`src/rtl/serial_add_pkg.sv`:
```
// serial_add_pkg: shared types and helpers for the bit-serial adder controller.
//   state_e    : controller states IDLE / RUN / DONE
//   cnt_width(): bit counter width for a given operand width
//   MAX_WIDTH  : upper bound of the legal WIDTH range
package serial_add_pkg;

    localparam int MAX_WIDTH = 64;

    typedef enum logic [1:0] {
        IDLE = 2'd0,
        RUN  = 2'd1,
        DONE = 2'd2
    } state_e;

    // One spare bit over clog2 so WIDTH-1 always fits, including WIDTH=1.
    function automatic int cnt_width(input int width);
        return $clog2(width) + 1;
    endfunction

endpackage

```
`src/rtl/serial_add_ctrl_if.sv`:
```
// serial_add_ctrl_if: operand / result handshakes of the bit-serial adder.
//   in_valid/in_ready + a, b, cin     : operand request
//   out_valid/out_ready + sum, cout   : result response
//   busy                              : controller in RUN or DONE
//   ovf (SERIAL_ADD_OVF_EN only)      : signed overflow of the result
// master = requester / consumer, slave = serial_add_ctrl.
interface serial_add_ctrl_if #(parameter int WIDTH = 8);

    logic             in_valid;
    logic             in_ready;
    logic [WIDTH-1:0] a;
    logic [WIDTH-1:0] b;
    logic             cin;
    logic             out_valid;
    logic             out_ready;
    logic [WIDTH-1:0] sum;
    logic             cout;
    logic             busy;
`ifdef SERIAL_ADD_OVF_EN
    logic             ovf;

    modport master (output in_valid, a, b, cin, out_ready,
                    input  in_ready, out_valid, sum, cout, busy, ovf);
    modport slave  (input  in_valid, a, b, cin, out_ready,
                    output in_ready, out_valid, sum, cout, busy, ovf);
`else
    modport master (output in_valid, a, b, cin, out_ready,
                    input  in_ready, out_valid, sum, cout, busy);
    modport slave  (input  in_valid, a, b, cin, out_ready,
                    output in_ready, out_valid, sum, cout, busy);
`endif

endinterface

```
`src/rtl/serial_add_ctrl_fa_cell.sv`:
```
// fa_cell: purely combinational 1-bit full adder.
//   i_a, i_b, i_cin : addend bits and carry in
//   o_sum, o_cout   : sum bit and carry out
module fa_cell (
    input  logic i_a,
    input  logic i_b,
    input  logic i_cin,
    output logic o_sum,
    output logic o_cout
);

    assign o_sum  = i_a ^ i_b ^ i_cin;
    assign o_cout = (i_a & i_b) | (i_cin & (i_a ^ i_b));

endmodule

```
`src/rtl/serial_add_ctrl.sv`:
```
// serial_add_ctrl: bit-serial WIDTH-bit adder reusing one fa_cell, LSB first.
// Operands are accepted on the in_* handshake, processed one bit per clock
// for WIDTH clocks, and the result is offered on the out_* handshake.
//   clk  : system clock (rising edge)
//   rst  : synchronous active-high reset
//   bus  : serial_add_ctrl_if.slave (operands, result, busy)
// Optional: define SERIAL_ADD_OVF_EN to add the bus.ovf signed-overflow output.
module serial_add_ctrl
    import serial_add_pkg::*;
#(
    parameter int WIDTH = 8
) (
    input  logic               clk,
    input  logic               rst,
    serial_add_ctrl_if.slave   bus
);

    localparam int                CNT_W = cnt_width(WIDTH);
    localparam logic [CNT_W-1:0]  LAST  = CNT_W'(WIDTH - 1);

    generate
        if (WIDTH < 1 || WIDTH > MAX_WIDTH) begin : g_bad_width
            $error("serial_add_ctrl: WIDTH out of range 1..%0d", MAX_WIDTH);
        end
    endgenerate

    state_e             r_state;
    state_e             w_state_nxt;
    logic [WIDTH-1:0]   r_a_sr;
    logic [WIDTH-1:0]   r_b_sr;
    logic [WIDTH-1:0]   r_sum_sr;
    logic [WIDTH-1:0]   w_sum_sr_nxt;
    logic [WIDTH-1:0]   r_sum;
    logic               r_carry;
    logic               r_cout;
    logic [CNT_W-1:0]   r_cnt;
    logic               w_s;
    logic               w_c;
    logic               w_in_ready;
    logic               w_out_valid;
    logic               w_busy;

    fa_cell u_fa (
        .i_a    (r_a_sr[0]),
        .i_b    (r_b_sr[0]),
        .i_cin  (r_carry),
        .o_sum  (w_s),
        .o_cout (w_c)
    );

    // New sum bit enters at the MSB; after WIDTH shifts bit 0 sits at the LSB.
    generate
        if (WIDTH == 1) begin : g_sum_w1
            assign w_sum_sr_nxt = w_s;
        end else begin : g_sum_wn
            assign w_sum_sr_nxt = {w_s, r_sum_sr[WIDTH-1:1]};
        end
    endgenerate

    // ---------------- FSM: state register ----------------
    always_ff @(posedge clk) begin
        if (rst) r_state <= IDLE;
        else     r_state <= w_state_nxt;
    end

    // ---------------- FSM: next state ----------------
    always_comb begin
        w_state_nxt = r_state;
        case (r_state)
            IDLE:    if (bus.in_valid)   w_state_nxt = RUN;
            RUN:     if (r_cnt == LAST)  w_state_nxt = DONE;
            DONE:    if (bus.out_ready)  w_state_nxt = IDLE;
            default:                     w_state_nxt = IDLE;
        endcase
    end

    // ---------------- FSM: outputs (state decode only) ----------------
    always_comb begin
        w_in_ready  = 1'b0;
        w_out_valid = 1'b0;
        w_busy      = 1'b0;
        case (r_state)
            IDLE:    w_in_ready  = 1'b1;
            RUN:     w_busy      = 1'b1;
            DONE:    begin
                         w_out_valid = 1'b1;
                         w_busy      = 1'b1;
                     end
            default: w_in_ready  = 1'b0;
        endcase
    end

    assign bus.in_ready  = w_in_ready;
    assign bus.out_valid = w_out_valid;
    assign bus.busy      = w_busy;
    assign bus.sum       = r_sum;
    assign bus.cout      = r_cout;

    // ---------------- datapath ----------------
    // r_sum / r_cout are separate from the working registers so the previous
    // result stays visible while the next operation runs.
    always_ff @(posedge clk) begin
        if (rst) begin
            r_a_sr   <= '0;
            r_b_sr   <= '0;
            r_sum_sr <= '0;
            r_sum    <= '0;
            r_carry  <= 1'b0;
            r_cout   <= 1'b0;
            r_cnt    <= '0;
        end else begin
            case (r_state)
                IDLE: begin
                    if (bus.in_valid) begin
                        r_a_sr   <= bus.a;
                        r_b_sr   <= bus.b;
                        r_carry  <= bus.cin;
                        r_cnt    <= '0;
                        r_sum_sr <= '0;
                    end
                end
                RUN: begin
                    r_a_sr   <= r_a_sr >> 1;
                    r_b_sr   <= r_b_sr >> 1;
                    r_sum_sr <= w_sum_sr_nxt;
                    r_carry  <= w_c;
                    if (r_cnt == LAST) begin
                        r_sum  <= w_sum_sr_nxt;
                        r_cout <= w_c;
                    end else begin
                        r_cnt <= r_cnt + CNT_W'(1);
                    end
                end
                default: ;
            endcase
        end
    end

`ifdef SERIAL_ADD_OVF_EN
    // On the last RUN edge r_carry is the carry into the MSB and w_c the
    // carry out of it; their XOR is two's-complement overflow.
    logic r_ovf;

    always_ff @(posedge clk) begin
        if (rst)                                  r_ovf <= 1'b0;
        else if (r_state == RUN && r_cnt == LAST) r_ovf <= r_carry ^ w_c;
    end

    assign bus.ovf = r_ovf;
`endif

endmodule

```
`src/flat_wrapper.sv`:
```
// flat-port wrapper written by rule: the top's interface ports become plain ports
module serial_add_ctrl_flat import serial_add_pkg::*;
#(
    parameter int WIDTH = 8
)
  (clk, rst, bus_in_valid, bus_a, bus_b, bus_cin, bus_out_ready, bus_in_ready, bus_out_valid, bus_sum, bus_cout, bus_busy);
  serial_add_ctrl_if #(.WIDTH(WIDTH)) bus_i ();
  input  logic clk;
  input  logic rst;
  input wire logic [$bits(bus_i.in_valid)-1:0] bus_in_valid;
  input wire logic [$bits(bus_i.a)-1:0] bus_a;
  input wire logic [$bits(bus_i.b)-1:0] bus_b;
  input wire logic [$bits(bus_i.cin)-1:0] bus_cin;
  input wire logic [$bits(bus_i.out_ready)-1:0] bus_out_ready;
  output wire logic [$bits(bus_i.in_ready)-1:0] bus_in_ready;
  output wire logic [$bits(bus_i.out_valid)-1:0] bus_out_valid;
  output wire logic [$bits(bus_i.sum)-1:0] bus_sum;
  output wire logic [$bits(bus_i.cout)-1:0] bus_cout;
  output wire logic [$bits(bus_i.busy)-1:0] bus_busy;
  assign bus_i.in_valid = bus_in_valid;
  assign bus_i.a = bus_a;
  assign bus_i.b = bus_b;
  assign bus_i.cin = bus_cin;
  assign bus_i.out_ready = bus_out_ready;
  assign bus_in_ready = bus_i.in_ready;
  assign bus_out_valid = bus_i.out_valid;
  assign bus_sum = bus_i.sum;
  assign bus_cout = bus_i.cout;
  assign bus_busy = bus_i.busy;
  serial_add_ctrl #(.WIDTH(WIDTH)) u_core (.clk(clk), .rst(rst), .bus(bus_i));
endmodule
```
`config.mk`:
```
export PLATFORM = sky130hd
export DESIGN_NAME = serial_add_ctrl_flat
export DESIGN_NICKNAME = d
export VERILOG_FILES = /design/src/rtl/serial_add_pkg.sv /design/src/rtl/serial_add_ctrl_if.sv /design/src/rtl/serial_add_ctrl_fa_cell.sv /design/src/rtl/serial_add_ctrl.sv /design/src/flat_wrapper.sv
export SDC_FILE = /design/constraint.sdc
export NUM_CORES = 1
export LEC_CHECK = 0
export ABC_AREA = 1
export CORE_MARGIN = 2
export CORE_UTILIZATION = 45
export CTS_CLUSTER_SIZE = 16
export DETAILED_ROUTE_END_ITERATION = 8
export GPL_ROUTABILITY_DRIVEN = 0
export PLACE_DENSITY = 0.73
export SYNTH_ARGS = -nofsm -noshare
export SYNTH_HDL_FRONTEND = slang
export SYNTH_SLANG_ARGS = --single-unit
```
`constraint.sdc`:
```
create_clock -name clk -period 1.3 [get_ports clk]
set_input_delay 0.39 -clock clk [delete_from_list [all_inputs] [get_ports clk]]
set_output_delay 0.39 -clock clk [all_outputs]
set_load 0.03 [all_outputs]
```
==> results.toml <==
[outcome]
status = "complete, but fails checks"
violations = "negative setup slack"

[clock_network]
clk_pin_slew_ps = 70
root_buffer = "clkbuf_8"
h-tree-depth = 2
cts_tree = "yes"
cts_sinks = 39
numCtsBuffers = 5
clk_path_buf_depth = 2
clock_latency_ps = 290
cts_hold_buf = 0

[yosys]
synthesis.instances = 220
synth_compound_area_frac = 0.165
yosysSeqAreaShare = 0.446
ys_warn_count = 0
synth_fa_ha_area_frac = 0.0401
synth_top_family_by_area = "simple AND/OR/NAND/NOR gates"
netlist_area_um2 = 1750
synth_top_area_share = 0.446
synthTopCellsByArea = "dfxtp_1 (45%), nand2_1 (14%), o211a_1 (8.6%)"
synth_area_per_cell_um2 = 7.95
synthMuxAreaShare = 0
yosysUniqueCellTypes = 22
yosysTopAreaCell = "dfxtp_1"
yosys.area_share.simple = 0.271
syn_nets = 246
ys_seq_elements = 39
synth_xor_area_frac = 0

[worst_setup_path]
r2r_slack_ps = -150
end_kind = "output port"
critical_path_class = "reg2out"
worst_setup_path_start_kind = "flip-flop"
critPathSlowestCell = "dfxtp_2"
r2r_cells = 8
path_max_fanout = 3
crit_required_ps = 910
rr_endpoint = "u_core.r_a_sr[2]"
max_stage_delay_ps = 350
crit_chain = "inv_2 -> ha_4 -> buf_6"
rr_startpoint = "u_core.r_state[1]"
arrival_ps = 1070

[timing]
finalCritPeriodShare = 1.12
setup_viol = 33
tightestPinTransition_ps = 303
drv_slew = 0
rsz0062_at_grt = "true"
fin_skew_ps = 6.28
finalHoldViolations = 0
relSlewSlack = 0.798
fin_ws_ps = -160
fmax_mhz = 685
setup_tns_ps = -2670
period_minus_slack_ps = 1460

[min_path]
hold_end = "u_core.bus.sum[4]"
hold_depth = 2
hp-class = "reg2reg"
min_from = "u_core.bus.sum[4]"

[pwr]
power_density_nw_per_um2 = 2210
ir_drop_v = 0.00157
leakage_nw = 1.19
total_power_mw = 5.93

[floorplan]
num_rows = 22
die-width_um = 66.3
initial_core_util = 0.474
design.die.area_um2 = 4400
ios = 33
die-height_um = 66.3
core_area_um2 = 3690

[finish]
num-nets-final = 304
layout-drive-gt1-share = 0.323
insertedDiodeCount = 0
area_growth_syn_to_layout_pct = 53.6

[routing]
viasPerCell = 5.22
first_pass_iters = 4
vias = 1706
wl_met2_um = 2390
post_drt_wl_per_cell_um = 14.1
met1_length_um = 1990
drt.antenna.violating_nets = 0
wl_um = 4620
drc = 0
top_layer = "met4"
route.met3.wl_um = 154
drt-initial-drc-count = 99

[global_route]
grt_max_degree = 21
antenna_found_initial = 0
grt_pass1_wl_um = 7450
grt_overflow = 0
grt_use_total = 0.220
grt_pass1_vias = 1707

[run]
max_cap_violations = 0

[placed_design]
dp_hpwl_um = 2490
io_buffers = 32
## final cells by class
class / instances / area (um^2)
Sequential cell: 39 / 785
Timing Repair Buffer: 61 / 653
Inverter: 13 / 63.8
Clock buffer: 8 / 100
Timing Repair inverter: 1 / 8.76
Tap cell: 48 / 60.1
Multi-Input combinational cell: 157 / 1020
Fill cell: 279 / 1000
## synth_stat cells
cell type and instances:
a21oi_1 22, o21bai_1 1, fa_1 1, ha_1 4, dfxtp_1 39, nand3_1 29
clkbuf_1 3, inv_1 9, nand3_2 1, clkinv_1 1, buf_6 3, nand2_4 1
o21ai_0 4, nand4_1 1, nor2_1 5, inv_2 3, o211a_1 15, nand2_1 67
buf_2 1, nand2_2 3, buf_4 5, nor2_2 2
## logic make-up (layout without fill, tap and decap cells)
group | count (synthesis) | after routing
buffers and inverters | 25 | 83
flip-flops | 39 | 39
adder cells (fa/ha/maj) | 5 | 5
AO/OA/AOI/OAI | 42 | 42
AND/OR/NAND/NOR | 109 | 110
## routing by layer
layer,global-route usage,up-vias
met5,0,-
met4,0.0765,0
met3,0.0460,10
met2,0.388,32
met1,0.263,813
li1,-,851
## state kept, by name, summed over array words and instances, names as in the netlist
register and count:
u_core.r_sum_sr 7, u_core.r_a_sr 8, u_core.r_cnt 4, u_core.r_b_sr 8, u_core.r_state 2, u_core.bus.sum 8, u_core.r_carry 1, u_core.bus.cout 1
## stage by stage
stage                     cell area [um^2]  cells  hold WS, ps  setup slack, ps  utilization
after floorplan                       1760    220          440             2.17            -
after global placement                2180    305          450             -249        0.591
after detailed placement              2180    305          455             -275        0.591
after CTS                             2570    325          465             -160        0.697
after global routing                  2690    327          479             -208        0.728
final                                 2690    327          462             -160        0.728
## worst max-delay path: cells and delay by family, from the launching register on
kind / cells / cell delay [ps]
DFF: 1 / 350
adders and majority gates: 1 / 260
buffers and inverters: 2 / 170
## report_power, final
part / switching (mW) / internal (mW)
registers: 0.170 / 1.47
clock network: 0.415 / 0.484
logic: 1.69 / 1.69
## timing repair
item | 4_1_cts | 5_1_grt
pin swaps | 4 | 7
endpoints found under the setup margin | 34 | 42
gates resized for setup | 41 | 26
buffers inserted | 9 | 1
gates cloned | 4 | 1
## cell usage in the layout (no fill, tap or decap), types with 4 or more instances in the layout
| cell | count |
|---|---|
| nand2_1 | 60 |
| dfxtp_1 | 36 |
| nand3_1 | 26 |
| buf_4 | 24 |
| clkdlybuf4s50_1 | 19 |
| a21oi_1 | 15 |
| o211a_1 | 15 |
| buf_6 | 10 |
| a21oi_2 | 7 |
| clkbuf_8 | 7 |
| nand2_2 | 5 |
| inv_1 | 5 |
| nor2_1 | 5 |
| inv_2 | 4 |
| nand2_4 | 4 |
## how the worst max path moves through the flow
stage	startpoint	endpoint	slack, ps	depth (start not counted)
floorplan	u_core.r_state[1]	u_core.r_a_sr[0]	2	6
global placement	bus_in_valid	u_core.r_b_sr[6]	-250	6
detailed placement	bus_in_valid	u_core.r_b_sr[3]	-270	6
CTS	u_core.r_state[0]	bus_busy	-160	3
global route	u_core.r_state[1]	u_core.r_a_sr[4]	-210	8
finish	u_core.r_state[0]	bus_busy	-160	3
(Power assumes the default switching activity.)
